## src/rtl/mem_arbiter_pkg.sv

```systemverilog
// rtl/mem_arbiter_pkg.sv - shared sizes and owner encoding for the memory-port arbiter
package mem_arbiter_pkg;

   localparam int DefaultWordSize = 16;
   localparam int DefaultAddrSize = 14;
   localparam int DefaultMaxBurst = 4;

   // Owner encoding shared with the cpu and DMA blocks
   localparam logic OwnCpu = 1'b0;
   localparam logic OwnDma = 1'b1;

   typedef enum logic {
      OWN0 = OwnCpu,
      OWN1 = OwnDma
   } owner_e;

endpackage

```

## src/rtl/mem_arbiter.sv

```systemverilog
// rtl/mem_arbiter.sv - round-robin two-requester arbiter for the shared data-memory/IO port
module mem_arbiter
   import mem_arbiter_pkg::*;
#(
   parameter int WordSize = DefaultWordSize,
   parameter int AddrSize = DefaultAddrSize + 1,
   parameter int MaxBurst = DefaultMaxBurst
) (
   input  logic                clk,
   input  logic                reset,
   input  logic                req0,
   input  logic                req1,
   input  logic                we0,
   input  logic                we1,
   input  logic [AddrSize-1:0] addr0,
   input  logic [AddrSize-1:0] addr1,
   input  logic [WordSize-1:0] wdata0,
   input  logic [WordSize-1:0] wdata1,
   output logic                gnt0,
   output logic                gnt1,
   output logic                rvalid0,
   output logic                rvalid1,
   output logic [WordSize-1:0] rdata,
   output logic [AddrSize-1:0] mem_addr,
   output logic [WordSize-1:0] mem_wdata,
   output logic                mem_we,
   output logic                mem_re,
   input  logic [WordSize-1:0] mem_rdata
);

   localparam logic [3:0] MaxBurstC = 4'(MaxBurst);

   // owner_q doubles as "last owner": it survives idle cycles for the tie-break
   owner_e                owner_q, owner_d;
   logic [3:0]            burst_q, burst_d;

   logic                  pick_valid;
   owner_e                pick;
   logic                  keep_owner;

   logic                  sel_we;
   logic [AddrSize-1:0]   sel_addr;
   logic [WordSize-1:0]   sel_wdata;

   logic [AddrSize-1:0]   mem_addr_q;
   logic [WordSize-1:0]   mem_wdata_q;
   logic                  mem_we_q, mem_re_q;

   logic                  tag1_valid_q, tag2_valid_q;
   owner_e                tag1_id_q, tag2_id_q;

   // Pick the winner: a lone requester always wins; on contention the owner keeps
   // the port only while it is mid-burst and under the limit, otherwise it rotates.
   // A zero count means no burst is running, so the non-last owner goes first.
   always_comb begin
      pick_valid = 1'b0;
      pick       = owner_q;
      keep_owner = (burst_q != 4'd0) && (burst_q < MaxBurstC);
      if (req0 && req1) begin
         pick_valid = 1'b1;
         pick       = keep_owner ? owner_q : ((owner_q == OWN0) ? OWN1 : OWN0);
      end else if (req0) begin
         pick_valid = 1'b1;
         pick       = OWN0;
      end else if (req1) begin
         pick_valid = 1'b1;
         pick       = OWN1;
      end
   end

   assign gnt0 = reset && pick_valid && (pick == OWN0);
   assign gnt1 = reset && pick_valid && (pick == OWN1);

   // Mux the winning command toward the command register
   always_comb begin
      sel_we    = (pick == OWN0) ? we0    : we1;
      sel_addr  = (pick == OWN0) ? addr0  : addr1;
      sel_wdata = (pick == OWN0) ? wdata0 : wdata1;
   end

   // Next owner and burst length; the count saturates so lone bursts never wrap
   always_comb begin
      owner_d = owner_q;
      burst_d = 4'd0;
      if (pick_valid) begin
         owner_d = pick;
         if (pick == owner_q) begin
            burst_d = (burst_q == 4'hF) ? 4'hF : burst_q + 4'd1;
         end else begin
            burst_d = 4'd1;
         end
      end
   end

   // Ownership state register
   always_ff @(posedge clk or negedge reset) begin
      if (!reset) begin
         owner_q <= OWN1;
         burst_q <= 4'd0;
      end else begin
         owner_q <= owner_d;
         burst_q <= burst_d;
      end
   end

   // Command register: strobes pulse for one cycle, address/data hold when idle
   always_ff @(posedge clk or negedge reset) begin
      if (!reset) begin
         mem_we_q    <= 1'b0;
         mem_re_q    <= 1'b0;
         mem_addr_q  <= '0;
         mem_wdata_q <= '0;
      end else begin
         mem_we_q <= pick_valid && sel_we;
         mem_re_q <= pick_valid && !sel_we;
         if (pick_valid) begin
            mem_addr_q  <= sel_addr;
            mem_wdata_q <= sel_wdata;
         end
      end
   end

   // Read tag pipe: stage 1 lines up with mem_re, stage 2 with mem_rdata
   always_ff @(posedge clk or negedge reset) begin
      if (!reset) begin
         tag1_valid_q <= 1'b0;
         tag1_id_q    <= OWN0;
         tag2_valid_q <= 1'b0;
         tag2_id_q    <= OWN0;
      end else begin
         tag1_valid_q <= pick_valid && !sel_we;
         tag1_id_q    <= pick;
         tag2_valid_q <= tag1_valid_q;
         tag2_id_q    <= tag1_id_q;
      end
   end

   assign mem_we    = mem_we_q;
   assign mem_re    = mem_re_q;
   assign mem_addr  = mem_addr_q;
   assign mem_wdata = mem_wdata_q;
   assign rvalid0   = tag2_valid_q && (tag2_id_q == OWN0);
   assign rvalid1   = tag2_valid_q && (tag2_id_q == OWN1);
   assign rdata     = mem_rdata;

endmodule
```

## config.mk

```make
export PLATFORM = sky130hd
export DESIGN_NAME = mem_arbiter
export DESIGN_NICKNAME = d
export VERILOG_FILES = /design/src/rtl/mem_arbiter_pkg.sv /design/src/rtl/mem_arbiter.sv
export SDC_FILE = /design/constraint.sdc
export NUM_CORES = 1
export LEC_CHECK = 0
export CAP_MARGIN = 20
export CORE_MARGIN = 1.5
export CORE_UTILIZATION = 43
export CTS_CLUSTER_SIZE = 12
export DETAILED_ROUTE_END_ITERATION = 6
export PLACE_DENSITY = 0.91
export SLEW_MARGIN = 20
export SYNTH_ARGS = -nofsm -noshare
export SYNTH_HDL_FRONTEND = slang
export SYNTH_SLANG_ARGS = --single-unit
```

## constraint.sdc

```tcl
create_clock -name clk -period 2.84 [get_ports clk]
set_input_delay 0.568 -clock clk [delete_from_list [all_inputs] [get_ports clk]]
set_output_delay 0.568 -clock clk [all_outputs]
set_load 0.005 [all_outputs]
```

Word-level counts from Yosys, hierarchy flattened --
Cells that the tools add are included.
Word-level totals: bits in registers 41, input port bits 84, output and inout bits 53
Cells by class: add/sub/neg operators 1, order comparisons 1, equality and inequality tests 2, mux-type cells 14, bitwise logic cells 2, reduce and logical (&&, ||, !) cells 11
Operators by type and width (number):
- $mux W16 | 1
- $mux W15 | 1
- $mux W4 | 3
- $logic_and A1 B1 Y1 | 9
- $mux W1 | 9
- $add A4 B1 Y4 const B | 1
- $eq A4 B4 Y1 const B | 1
- $lt A4 B3 Y1 const B | 1
- $reduce_bool A4 Y1 | 1
- $not A1 Y1 | 2
- $eq A1 B1 Y1 | 1
- $logic_not A1 Y1 | 1

Depth between registers and ports, before layout --
Gate-level depths: netlist of run 1.
depth in word-level cells 7, gate-level depth with buffers 6

Least setup slack after synthesis of run 1 --
OpenSTA, ideal clock, no wires.
path kind reg-to-output, start register burst_q[0], end output gnt0, data arrival time 1.545 ns, data required time 2.272 ns, slack 0.727 ns, stages on the path, launching flop included 6, buffers on the path 0, cells stage by stage dfrtp_1 -> inv_1 -> ha_1 -> o31a_1 -> or3_1 -> and3_1
Between the ends: cells in the longest elaborated chain, start to end 6
Ends and longest elaborated chain:
- start, declared | RTL line mem_arbiter.sv:35 | logic [3:0] burst_q, burst_d;
- start signal, assigned | RTL line mem_arbiter.sv:102 | burst_q <= burst_d;
- $lt A4 B3 Y1 or $reduce_bool A4 Y1 (tied branches) | RTL line mem_arbiter.sv:58 | keep_owner = (burst_q != 4'd0) && (burst_q < MaxBurstC);
- $logic_and A1 B1 Y1 (*) | RTL line mem_arbiter.sv:58
- $mux W1 (*) | RTL line mem_arbiter.sv:61 | pick = keep_owner ? owner_q : ((owner_q == OWN0) ? OWN1 : OWN0);
- $mux W1 (*) | RTL line mem_arbiter.sv:59 | if (req0 && req1) begin
- $not A1 Y1 (*)
- $logic_and A1 B1 Y1 (*) | RTL line mem_arbiter.sv:71 | assign gnt0 = reset && pick_valid && (pick == OWN0);
- end, declared | RTL line mem_arbiter.sv:19 | output logic gnt0,
Every way passes the cells marked *; elsewhere a longest branch is shown, timed or not.

Worst setup path after layout of run 1 --
start register burst_q[0], end output gnt1
Between the ends: cells in the longest elaborated chain, start to end 5
Ends and longest elaborated chain:
- $lt A4 B3 Y1 or $reduce_bool A4 Y1 (tied branches) | RTL line mem_arbiter.sv:58
- $logic_and A1 B1 Y1 (*) | RTL line mem_arbiter.sv:58
- $mux W1 (*) | RTL line mem_arbiter.sv:61
- $mux W1 (*) | RTL line mem_arbiter.sv:59
- $logic_and A1 B1 Y1 (*) | RTL line mem_arbiter.sv:72 | assign gnt1 = reset && pick_valid && (pick == OWN1);
- end, declared | RTL line mem_arbiter.sv:20 | output logic gnt1,
Marks and branches as above.

==> results.json, run 1 <==
{
  "routed-via-count": 2578,
  "hold_buffers": 0,
  "max_freq_mhz": 367,
  "antenna_found_initial": 0,
  "cpMaxStageDelayCell": "clkdlybuf4s50_1",
  "io_buffers": 104,
  "totalWireLength_um": 6980,
  "dr.pass1.iters": 4,
  "cts_num_sinks": 41,
  "start_util_pct": 44.2,
  "final.period_utilization_pct": 96.0,
  "synthFlopType": "dfrtp_1",
  "p_leak_nw": 1.52,
  "htreeDepth": 2,
  "ant_nets": 0,
  "grt_usage_pct": 22.7,
  "dp_hpwl_um": 4830,
  "netlist_instances": 311,
  "ys_types": 29,
  "cts_tree": "done",
  "drc": 0,
  "yosysMostFrequentCell": "dfrtp_1",
  "cp-start-kind": "flip-flop",
  "final-hold-violation-count": 0,
  "die-area_um2": 6490,
  "instances_no_fill": 467,
  "placed_cell_area_um2": 3520,
  "routabilityCongestion": 0.742,
  "path_cells": "inv_1 > ha_2 > o31a_1 > o21ai_2 > and3_1 > clkdlybuf4s50_1",
  "drive_gt1_share_pct": 6.89,
  "fin_crit_ns": 2.73,
  "critPathArrivalTime_ns": 2.16,
  "setup_violations": 0,
  "slew_violations": 0,
  "async_reset_ff_share_pct": 100,
  "hp-class": "primary input to async pin",
  "wl_per_cell_um": 15.0,
  "synthTopCellsByArea": "dfrtp_1, a32oi_1, nor2b_1",
  "worstMarginPinSlew_ns": 0.654,
  "fin_setup_tns_ns": 0,
  "seq_area_frac_synth_pct": 39.7,
  "grt_pass1_wl_um": 11700,
  "clockBufferDepth": 2,
  "fin_worst_skew_ns": 0.00824,
  "final_cell_area_um2": 3650,
  "dpl.cell_count": 456,
  "clk_latency_ns": 0.28,
  "path_max_fanout": 4,
  "antenna_cells": 0,
  "area_growth_pct": 41.2,
  "crit_required_ns": 2.27,
  "cp_slowest_stage_delay_ns": 0.51,
  "rsz0062_at_grt": "no",
  "synth_edf_count": 0,
  "synth_area_um2": 2580,
  "ios": 137,
  "grt_max_degree": 69,
  "relSlewSlack_pct": 56.4,
  "synthesis.nets": 397,
  "holdWs_ns": 0.294,
  "status": "complete, no violations",
  "fp.dieH_um": 80.5,
  "nNetsFinal": 477,
  "finish.utilization_pct": 62.4,
  "yosysTopAreaCell": "dfrtp_1",
  "p_per_area_nw_per_um2": 746,
  "ir_worst_vdd_mv": 0.338,
  "std_cell_rows": 28,
  "initialDrtViolationCount": 160,
  "core-area_um2": 5850,
  "synth_common_cells": "dfrtp_1, inv_1, nand2_1",
  "grt_pass1_vias": 2629,
  "maxCapViolations": 0,
  "grt_overflow": 0,
  "ys_warn_count": 0,
  "crit_type": "flip-flop to output port",
  "synth_seq_cells": 41,
  "fp.dieW_um": 80.5,
  "synth.top_cell.area_share_pct": 38.7,
  "cts_buffers": 5,
  "clkSlewWorstSetupHoldPaths_ns": 0.08,
  "via_per_inst": 5.52,
  "cts-root-buf": "clkbuf_8",
  "cp-end-kind": "output port",
  "fill_cells": 511,
  "avgSynthCellArea_um2": 8.31
}
worst max-delay path: cells and delay by family (launching register included):
family	cells	cell delay, ns
AO/OA/AOI/OAI	2	0.57
adder cells (fa/ha/maj)	1	0.21
buffers and inverters	2	0.56
flip-flops	1	0.36
AND/OR/NAND/NOR	1	0.18
layout make-up:
cell class / count / area (um^2) / area share [%]
timing repair buffer: 117 / 1130 / 30.8
multi-input combinational: 189 / 1170 / 32.2
clock buffer: 8 / 90.1 / 2.47
inverter: 37 / 139 / 3.80
tap: 75 / 93.8 / 2.57
sequential: 41 / 1030 / 28.1
layout by cell type (no fill, tap or decap), drive strengths merged:
cell type / instances
clkdlybuf4s50: 100
dfrtp: 40
inv: 37
nand2: 34
o21ai: 34
nor2b: 32
o22ai: 31
a32oi: 31
buf: 16
clkbuf: 8
nor2: 3
nor3: 3
a31oi: 3
o31a: 2
and3: 2
a32o: 2
nand3: 2
ha: 2
nor4: 1
or3: 1
nand2b: 1
o221ai: 1
and2: 1
a21oi: 1
o22a: 1
nor3b: 1
dlymetal6s2s: 1
dfstp: 1
worst paths after layout:
kind                             from      endpoint  slack (ns)  depth (start not counted)
hold reg to reg             tag1_id_q     tag2_id_q        0.35                          0
max in group asynchronous       reset       owner_q        2.28                          2
setup / recovery           burst_q[0]          gnt1        0.11                          6
hold / removal                  reset     tag1_id_q        0.29                          2
min in group clk            tag1_id_q     tag2_id_q        0.35                          0
setup reg to reg           burst_q[0]  mem_addr[13]        0.63                          7
where the power goes:
part	total [mW]	internal, mW	switching [mW]
combinational	1.37	0.787	0.587
clock	0.388	0.198	0.190
sequential	0.962	0.798	0.163
flip-flops by register name, indices dropped and copies added (netlist names):
signal,flops
owner_q,1
tag1_valid_q,1
mem_wdata,16
tag2_id_q,1
mem_we,1
burst_q,4
tag2_valid_q,1
mem_addr,15
tag1_id_q,1
what timing repair did:
action	CTS	global route
pin swaps	0	1
endpoints found under the setup margin	2	2
gates resized for setup	0	4
setup buffers	2	1
kinds of logic (layout without fill, tap and decap cells):
| group | Yosys count | after routing | synth area share (%) |
|---|---|---|---|
| compound gates | 106 | 106 | 27.6 |
| fa+ha+maj | 2 | 2 | 0.968 |
| buf+inv | 81 | 162 | 15.2 |
| flops | 41 | 41 | 39.7 |
| simple gates | 81 | 81 | 16.4 |
layer usage:
layer,track usage (%),part of all wire (%),vias to the layer above
met5,0,0,-
met4,5.86,0.84,0
met3,4.09,6.3,7
met2,40.5,51,108
met1,28.0,42,1227
li1,-,-,1236
metrics by stage:
stage | power (mW) | setup slack (ns)
finish | 2.72 | 0.113
global route | 2.95 | 0.0342
CTS | 2.73 | 0.00876
detailed placement | 2.32 | 0.219
global placement | 2.25 | 0.280
floorplan | 1.67 | 0.727
Power figures use the tool's default switching activity.
==> run 2: changes to the inputs <==
Settings changed: ABC_CLOCK_PERIOD_IN_PS set to 2840.
==> results of run 2 <==
Same layout as run 1: the final DEF is identical, and so are final timing and power.
